File: config.mk
export PLATFORM = sky130hd
export DESIGN_NAME = color_bbox_stat
export DESIGN_NICKNAME = d
export VERILOG_FILES = /design/src/rtl/color_bbox_stat.sv
export SDC_FILE = /design/constraint.sdc
export NUM_CORES = 2
export LEC_CHECK = 0
export BUFFER_PORTS_ARGS = -buffer_cell sky130_fd_sc_hd__buf_2
export CAP_MARGIN = 25
export CORE_ASPECT_RATIO = 0.6
export CORE_MARGIN = 4
export CORE_UTILIZATION = 40
export DETAILED_ROUTE_END_ITERATION = 10
export SETUP_SLACK_MARGIN = 0.15
export SLEW_MARGIN = 20
export SYNTH_ARGS = -nofsm -noshare
export SYNTH_HDL_FRONTEND = slang
export SYNTH_SLANG_ARGS = --single-unit
File: constraint.sdc
create_clock -name sys_clk -period 16.4 [get_ports sys_clk]
set_input_delay 0 -clock sys_clk [delete_from_list [all_inputs] [get_ports sys_clk]]
set_output_delay 0 -clock sys_clk [all_outputs]
set_load 0.03 [all_outputs]
File: src/rtl/color_bbox_stat.sv
// Per-frame bounding box and pixel count for each colour class of a classified RGB565 stream.
// The packed rectangle vector is published at every rising edge of the frame sync.
module color_bbox_stat #(
  parameter int                           IMG_X       = 640,
  parameter int                           IMG_Y       = 480,
  parameter int                           P_W         = 12,
  parameter int                           RECT_NUMMAX = 4,
  parameter logic [RECT_NUMMAX*16-1:0]    CLASS_CODES = {16'h07E0, 16'h001F, 16'hF800, 16'h8410},
  parameter int                           SHIFT       = 2,
  parameter int                           CNT_W       = 20
) (
  input  logic                      sys_clk,
  input  logic                      sys_rst,
  input  logic [CNT_W-1:0]          i_min_pix,
  input  logic                      i_post_camvs,
  input  logic                      i_valid,
  input  logic [15:0]               i_data,
  output logic [RECT_NUMMAX*32-1:0] o_item,
  output logic                      o_item_valid,
  output logic                      o_frame_err
);

  typedef enum logic {S_IDLE, S_ACCUM} state_t;

  localparam logic [P_W-1:0]   X_LAST = P_W'(IMG_X - 1);
  localparam logic [P_W-1:0]   Y_LAST = P_W'(IMG_Y - 1);
  localparam logic [P_W-1:0]   ONE_P  = 1;
  localparam logic [CNT_W-1:0] ONE_C  = 1;

  state_t                    state_q, state_d;
  logic                      camvs_q;
  logic [P_W-1:0]            cnt_x_q, cnt_x_d, cnt_y_q, cnt_y_d;
  logic                      done_q, done_d, ovf_q, ovf_d;
  logic [P_W-1:0]            xmin_q [RECT_NUMMAX];
  logic [P_W-1:0]            xmin_d [RECT_NUMMAX];
  logic [P_W-1:0]            xmax_q [RECT_NUMMAX];
  logic [P_W-1:0]            xmax_d [RECT_NUMMAX];
  logic [P_W-1:0]            ymin_q [RECT_NUMMAX];
  logic [P_W-1:0]            ymin_d [RECT_NUMMAX];
  logic [P_W-1:0]            ymax_q [RECT_NUMMAX];
  logic [P_W-1:0]            ymax_d [RECT_NUMMAX];
  logic [CNT_W-1:0]          count_q [RECT_NUMMAX];
  logic [CNT_W-1:0]          count_d [RECT_NUMMAX];
  logic [RECT_NUMMAX*32-1:0] item_q, item_d;
  logic                      item_valid_q, item_valid_d;
  logic                      frame_err_q, frame_err_d;
  logic                      vs_edge;
  logic                      accept;

  function automatic logic [7:0] pack8(input logic [P_W-1:0] v);
    logic [P_W+7:0] ext;
    ext = {8'h00, v >> SHIFT};
    return ext[7:0];
  endfunction

  assign vs_edge = i_post_camvs & ~camvs_q;

  always_comb begin
    state_d      = state_q;
    cnt_x_d      = cnt_x_q;
    cnt_y_d      = cnt_y_q;
    done_d       = done_q;
    ovf_d        = ovf_q;
    item_d       = item_q;
    item_valid_d = 1'b0;
    frame_err_d  = frame_err_q;
    accept       = 1'b0;
    for (int k = 0; k < RECT_NUMMAX; k++) begin
      xmin_d[k]  = xmin_q[k];
      xmax_d[k]  = xmax_q[k];
      ymin_d[k]  = ymin_q[k];
      ymax_d[k]  = ymax_q[k];
      count_d[k] = count_q[k];
    end

    if (state_q == S_ACCUM) begin
      accept = 1'b1;
      if (vs_edge) begin
        item_valid_d = 1'b1;
        frame_err_d  = ovf_q | ~done_q;
        for (int k = 0; k < RECT_NUMMAX; k++) begin
          if (count_q[k] >= i_min_pix && count_q[k] != '0)
            item_d[32*k +: 32] = {pack8(xmin_q[k]), pack8(ymin_q[k]),
                                  pack8(xmax_q[k]), pack8(ymax_q[k])};
          else
            item_d[32*k +: 32] = 32'h0;
        end
      end
    end else if (vs_edge) begin
      state_d = S_ACCUM;
      accept  = 1'b1;
    end

    // Clear comes first so a pixel in the edge cycle lands at (0,0) of the new frame.
    if (vs_edge) begin
      cnt_x_d = '0;
      cnt_y_d = '0;
      done_d  = 1'b0;
      ovf_d   = 1'b0;
      for (int k = 0; k < RECT_NUMMAX; k++) begin
        xmin_d[k]  = '1;
        ymin_d[k]  = '1;
        xmax_d[k]  = '0;
        ymax_d[k]  = '0;
        count_d[k] = '0;
      end
    end

    if (accept && i_valid) begin
      if (done_d) begin
        ovf_d = 1'b1;
      end else begin
        for (int k = 0; k < RECT_NUMMAX; k++) begin
          if (i_data == CLASS_CODES[16*k +: 16]) begin
            if (cnt_x_d < xmin_d[k]) xmin_d[k] = cnt_x_d;
            if (cnt_x_d > xmax_d[k]) xmax_d[k] = cnt_x_d;
            if (cnt_y_d < ymin_d[k]) ymin_d[k] = cnt_y_d;
            if (cnt_y_d > ymax_d[k]) ymax_d[k] = cnt_y_d;
            if (count_d[k] != '1) count_d[k] = count_d[k] + ONE_C;
          end
        end
        if (cnt_x_d == X_LAST) begin
          cnt_x_d = '0;
          if (cnt_y_d == Y_LAST) begin
            cnt_y_d = '0;
            done_d  = 1'b1;
          end else begin
            cnt_y_d = cnt_y_d + ONE_P;
          end
        end else begin
          cnt_x_d = cnt_x_d + ONE_P;
        end
      end
    end
  end

  always_ff @(posedge sys_clk or posedge sys_rst) begin
    if (sys_rst) begin
      state_q      <= S_IDLE;
      camvs_q      <= 1'b0;
      cnt_x_q      <= '0;
      cnt_y_q      <= '0;
      done_q       <= 1'b0;
      ovf_q        <= 1'b0;
      item_q       <= '0;
      item_valid_q <= 1'b0;
      frame_err_q  <= 1'b0;
      for (int k = 0; k < RECT_NUMMAX; k++) begin
        xmin_q[k]  <= '1;
        ymin_q[k]  <= '1;
        xmax_q[k]  <= '0;
        ymax_q[k]  <= '0;
        count_q[k] <= '0;
      end
    end else begin
      state_q      <= state_d;
      camvs_q      <= i_post_camvs;
      cnt_x_q      <= cnt_x_d;
      cnt_y_q      <= cnt_y_d;
      done_q       <= done_d;
      ovf_q        <= ovf_d;
      item_q       <= item_d;
      item_valid_q <= item_valid_d;
      frame_err_q  <= frame_err_d;
      for (int k = 0; k < RECT_NUMMAX; k++) begin
        xmin_q[k]  <= xmin_d[k];
        ymin_q[k]  <= ymin_d[k];
        xmax_q[k]  <= xmax_d[k];
        ymax_q[k]  <= ymax_d[k];
        count_q[k] <= count_d[k];
      end
    end
  end

  assign o_item       = item_q;
  assign o_item_valid = item_valid_q;
  assign o_frame_err  = frame_err_q;

endmodule

* Word level (Yosys, flattened, before mapping) *
Cells that the tools add are included.

operators by class
  multiplexer cells = 79
  equal/unequal tests = 10
  reductions and logical operators = 10
  magnitude comparators = 20
  bitwise logic cells = 4
  add/sub/neg operators = 6

operator list
  cell                                              number
  two-way mux 48 bit                                12
  two-way mux 12 bit                                41
  two-way mux 80 bit                                3
  two-way mux 20 bit                                8
  two-way mux 32 bit                                4
  > comparator 12 bit                               8
  < comparator 12 bit                               8
  adder 20 x 1 -> 20 bit (second input constant)    4
  >= comparator 20 bit                              4
  inequality test 20 bit (second input constant)    4
  nonzero test 20 bit                               4
  == test 16 bit (second input constant)            2
  adder 12 x 1 -> 12 bit (second input constant)    2
  == test 16 x 11 -> 1 bit (second input constant)  1
  == test 16 x 5 -> 1 bit (second input constant)   1
  == test 12 x 10 -> 1 bit (second input constant)  1
  == test 12 x 9 -> 1 bit (second input constant)   1
  two-way mux 1 bit                                 11
  logical AND 1 bit                                 5
  inverter 1 bit                                    2
  AND reduction 2 bit                               1
  AND 1 bit                                         1
  OR 1 bit                                          1

word-level totals
  output and inout bits = 130
  word-level logic and storage cells = 158
  input bits = 40
  flip-flop bits (word level) = 430

* Logic depth before layout (Yosys ltp) *
  depth after elaboration = 8
  depth in mapped cells = 20
  depth with buffers taken out = 11

* Worst setup path before layout *
Ideal clock, no wire load.

  kind = reg-to-reg
  start point = register camvs_q
  end point = register ymax_q[11] (netlist name)
  library setup time = 133 ps
  path slack = 12,347 ps
  data arrival time = 3,920 ps
  cell stages (with the launch flop) = 21
  data required time = 16,267 ps
  clock period less this slack = 4,053 ps
  cell sequence = dfrtp_1 -> nand2b_1 -> buf_6 -> buf_2 -> buf_2 -> buf_2 -> clkbuf_1 -> buf_2 -> clkbuf_1 -> buf_1 -> nand2_1 -> ha_1 -> and4_1 -> nand3_1 -> a221o_1 -> o211a_1 -> or3_1 -> buf_2 -> buf_2 -> nand3_1 -> o21ai_0

RTL lines
  what                           line  text
  start, declared                31    logic camvs_q;
  start signal, assigned         157   camvs_q <= i_post_camvs;
  end signal, assigned by index  169   ymax_q[k] <= ymax_d[k];
  end, declared                  40    logic [P_W-1:0] ymax_q [RECT_NUMMAX];

==> metrics <==
fmax=around 0.2 GHz; DP HPWL=56.7 mm; vias in the first global route=19800; Vias/cell=a little under 6; unrepaired setup endpoints after global routing=no; top sig layer=met5; first-pass GRT wire length=122 mm; final setup fails=0; clock sinks=430; drt drc=0; Die H=approximately 200 um; share of the synthesized area in the top cell type=0.339; met3 wire length=7.02 mm; Worst Setup EP=ymin_q[3]; CP max-delay cell=inv_1; total core area=61000 um^2; CTS tree=yes; clock skew after layout=0.0260 ns; diode count=0; Clk Latency, worst-skew pair=around 0.60 ns; ys async rst share=1.00; I/O Buffers=approximately 170; period utilisation layout=0.307; Slew headroom=0.312; reg2reg path depth=12; Sw Ratio=0.244; Synth cell types=81; Detail Route Antenna Nets=0; GP Congestion=around 0.9; Total GRT Usage=0.237; Synth Instances=2442; drt wl/cell=23.1 um; DRT Pass-1 Iters=10; r2r setup slk=11.37 ns; Clock transition at path regs=0.06 ns; PostCTS Resize Cnt=0; die width=around 330 um; met2 WL=approximately 31 mm; type of the worst setup path=flip-flop to flip-flop; Crit. Startpoint=camvs_q; setup slack at placement=11.54 ns; global route total overflow=0; largest net degree at the start of global routing=157; sequential element share of the synthesized area=0.441; fin worst setup slack=between 10 and 15 ns; power share of the clock group=0.479; r2r endpoint=ymin_q[3]; DRT met1 WL=39.2 mm; Fin. Hold Viols=0; 1st-iter DRT viols=1808; Least-Margin Pin Slew=1.03 ns; worst-path fanout max=46; Top delay family on crit path=buffers and inverters; Power Density=just over 80 nW/um^2; cell row count=70; Cell Area, Synth=24700 um^2; P_leak=roughly 14 nW; yosys warns=0; flops & latches, synth=430; CTS buffer count=45; most frequent cell after synthesis=dfrtp_1; syn nets=2720; largest cells by area after synthesis=dfrtp_1 34%, ha_1 12%, dfstp_2 10%, mux2i_1 5.2%, a22o_1 4.6%; status=finished clean; crit end category=flip-flop; Longest Clk Path Bufs=3; CP peak stage delay=0.76 ns; min cycle time layout=about 5.0 ns; WP depth=12; layout overhead on the synthesized area=13.9%; main flop type after synthesis=dfrtp_1; worst r2r src=camvs_q; Hold Path Class=input pin to flip-flop; Max-cap violations=0; Worst Setup Start Kind=flip-flop; Die ar.=65800 um^2; P_sw=approximately 560 uW; TNS Setup=0 ns; worst vdd ir=0.0000739 V; Arr. time, crit path=5.54 ns; CP cell instances=nand2b_4 > buf_4 > nand2_1 > inv_1 > ha_1 > a21o_1 > a21o_1 > a21oi_1 > nand2_1 > a311oi_2 > buf_4 > mux2i_1; sequential fraction of design power=0.463; initial antenna violation count=5; Int Pwr=1.74 mW; Worst Path Required=roughly 17 ns; number of synthesized flops with an enable pin=0; total wire length=79.5 mm; fillcell total=5675; Final nets=2858; H-Tree Depth=2; Syn Area/Cell=approximately 10 um^2; clk root buf=clkbuf_16; Vias=20300; cell taking the most area after synthesis=dfrtp_1; combinational power share=0.059; I/O Pins=170; ratio of cells with drive above 1 in the final layout=0.165; CP bufs+invs=3; max-slew violations=0; Starting Density=0.405; top cells by count, synth=334 x dfrtp_1, 238 x ha_1, 215 x nand2_1, 212 x nor2_1, 130 x a22o_1; setup repair bufs after CTS=0
[through the flow]
step	utilization	hold WS (ns)	std cells	total power, mW	instance area [um^2]
2_1_floorplan	-	0.0314	2442	1.17	24700
3_3_place_gp	0.432	0.229	3349	1.21	26300
3_5_place_dp	0.433	0.228	3352	1.22	26400
4_1_cts	0.460	0.0538	3442	2.33	28000
5_1_grt	0.461	0.105	3445	2.40	28100
6_report	0.461	0.0945	3445	2.31	28100
[sequential cells by signal, indices dropped and copies added, names as in the netlist]
name	flops
ymin_q	48
ovf_q	1
o_frame_err	1
state_q	1
done_q	1
cnt_y_q	12
camvs_q	1
count_q	80
o_item	128
xmax_q	48
ymax_q	48
o_item_valid	1
xmin_q	48
cnt_x_q	12
[layer usage]
metal,GRT usage,vias to the layer above
li1,-,9242
met1,0.376,10100
met2,0.310,860
met3,0.0561,154
met4,0.0752,6
met5,0,-
[area by class of cell]
type                       count  area (um^2)  share of cell area
multi-input combinational   1815        13000               0.463
tap                          828         1040              0.0369
sequential                   430        10900               0.387
inverter                      76          293              0.0104
clock inverter                19          231             0.00824
timing repair buffer         212         1280              0.0455
clock buffer                  65         1360              0.0485
[power by group through the flow]
| stage | Combinational [mW] | Sequential [mW] | Clock (mW) |
|---|---|---|---|
| 6_report | 0.136 | 1.07 | 1.10 |
| 3_3_place_gp | 0.128 | 1.09 | 0 |
| 4_1_cts | 0.134 | 1.07 | 1.13 |
| 3_5_place_dp | 0.133 | 1.09 | 0 |
| 5_1_grt | 0.152 | 1.07 | 1.18 |
| 2_1_floorplan | 0.0851 | 1.08 | 0 |
[how the worst min path moves through the flow]
stage	startpoint	to	slack, ns	cells after the start
3_3_place_gp	i_post_camvs	camvs_q	0.23	1
6_report	i_data[10]	count_q[76]	0.09	5
5_1_grt	i_data[10]	count_q[76]	0.11	5
2_1_floorplan	i_post_camvs	camvs_q	0.03	0
3_5_place_dp	i_post_camvs	camvs_q	0.23	1
4_1_cts	i_data[15]	count_q[21]	0.05	5
[worst min-delay path: stages]
cell and delay [ns]:
buf_2 0.16, nand4_2 0.21, nor2_1 0.09, nand3_1 0.10, xor2_1 0.07
[layout by cell type (no fill, tap or decap), types with 17 or more instances in the layout]
| cell type | n |
|---|---|
| nor2b_1 | 17 |
| a31oi_1 | 20 |
| nand2_1 | 214 |
| buf_2 | 169 |
| o21ai_0 | 95 |
| nand4_1 | 67 |
| a22o_1 | 130 |
| ha_1 | 238 |
| a21oi_1 | 83 |
| buf_4 | 29 |
| mux2i_1 | 129 |
| nand2b_1 | 24 |
| nor3_1 | 38 |
| dfstp_2 | 96 |
| dfrtp_1 | 334 |
| nor2_1 | 212 |
| xnor2_1 | 49 |
| inv_1 | 75 |
| and3_1 | 29 |
| a21o_1 | 64 |
| nor4_1 | 40 |
| nand3_1 | 87 |
| xor2_1 | 49 |
| clkbuf_16 | 46 |
[kinds of logic (layout without fill, tap and decap cells)]
logic type / count (synthesis) / in the layout / synth area share
fa+ha+maj: 239 / 239 / 0.121
mux: 141 / 141 / 0.0578
flops: 430 / 430 / 0.441
xor+xnor: 98 / 98 / 0.0348
compound gates: 514 / 514 / 0.147
buf+inv: 197 / 372 / 0.0334
simple gates: 823 / 823 / 0.165
[timing repair]
item,4_1_cts,5_1_grt
setup endpoints to repair,0,0
endpoints found under the hold margin,124,30
hold buffers,6,1
No activity file was read; power rests on OpenSTA's default activity.
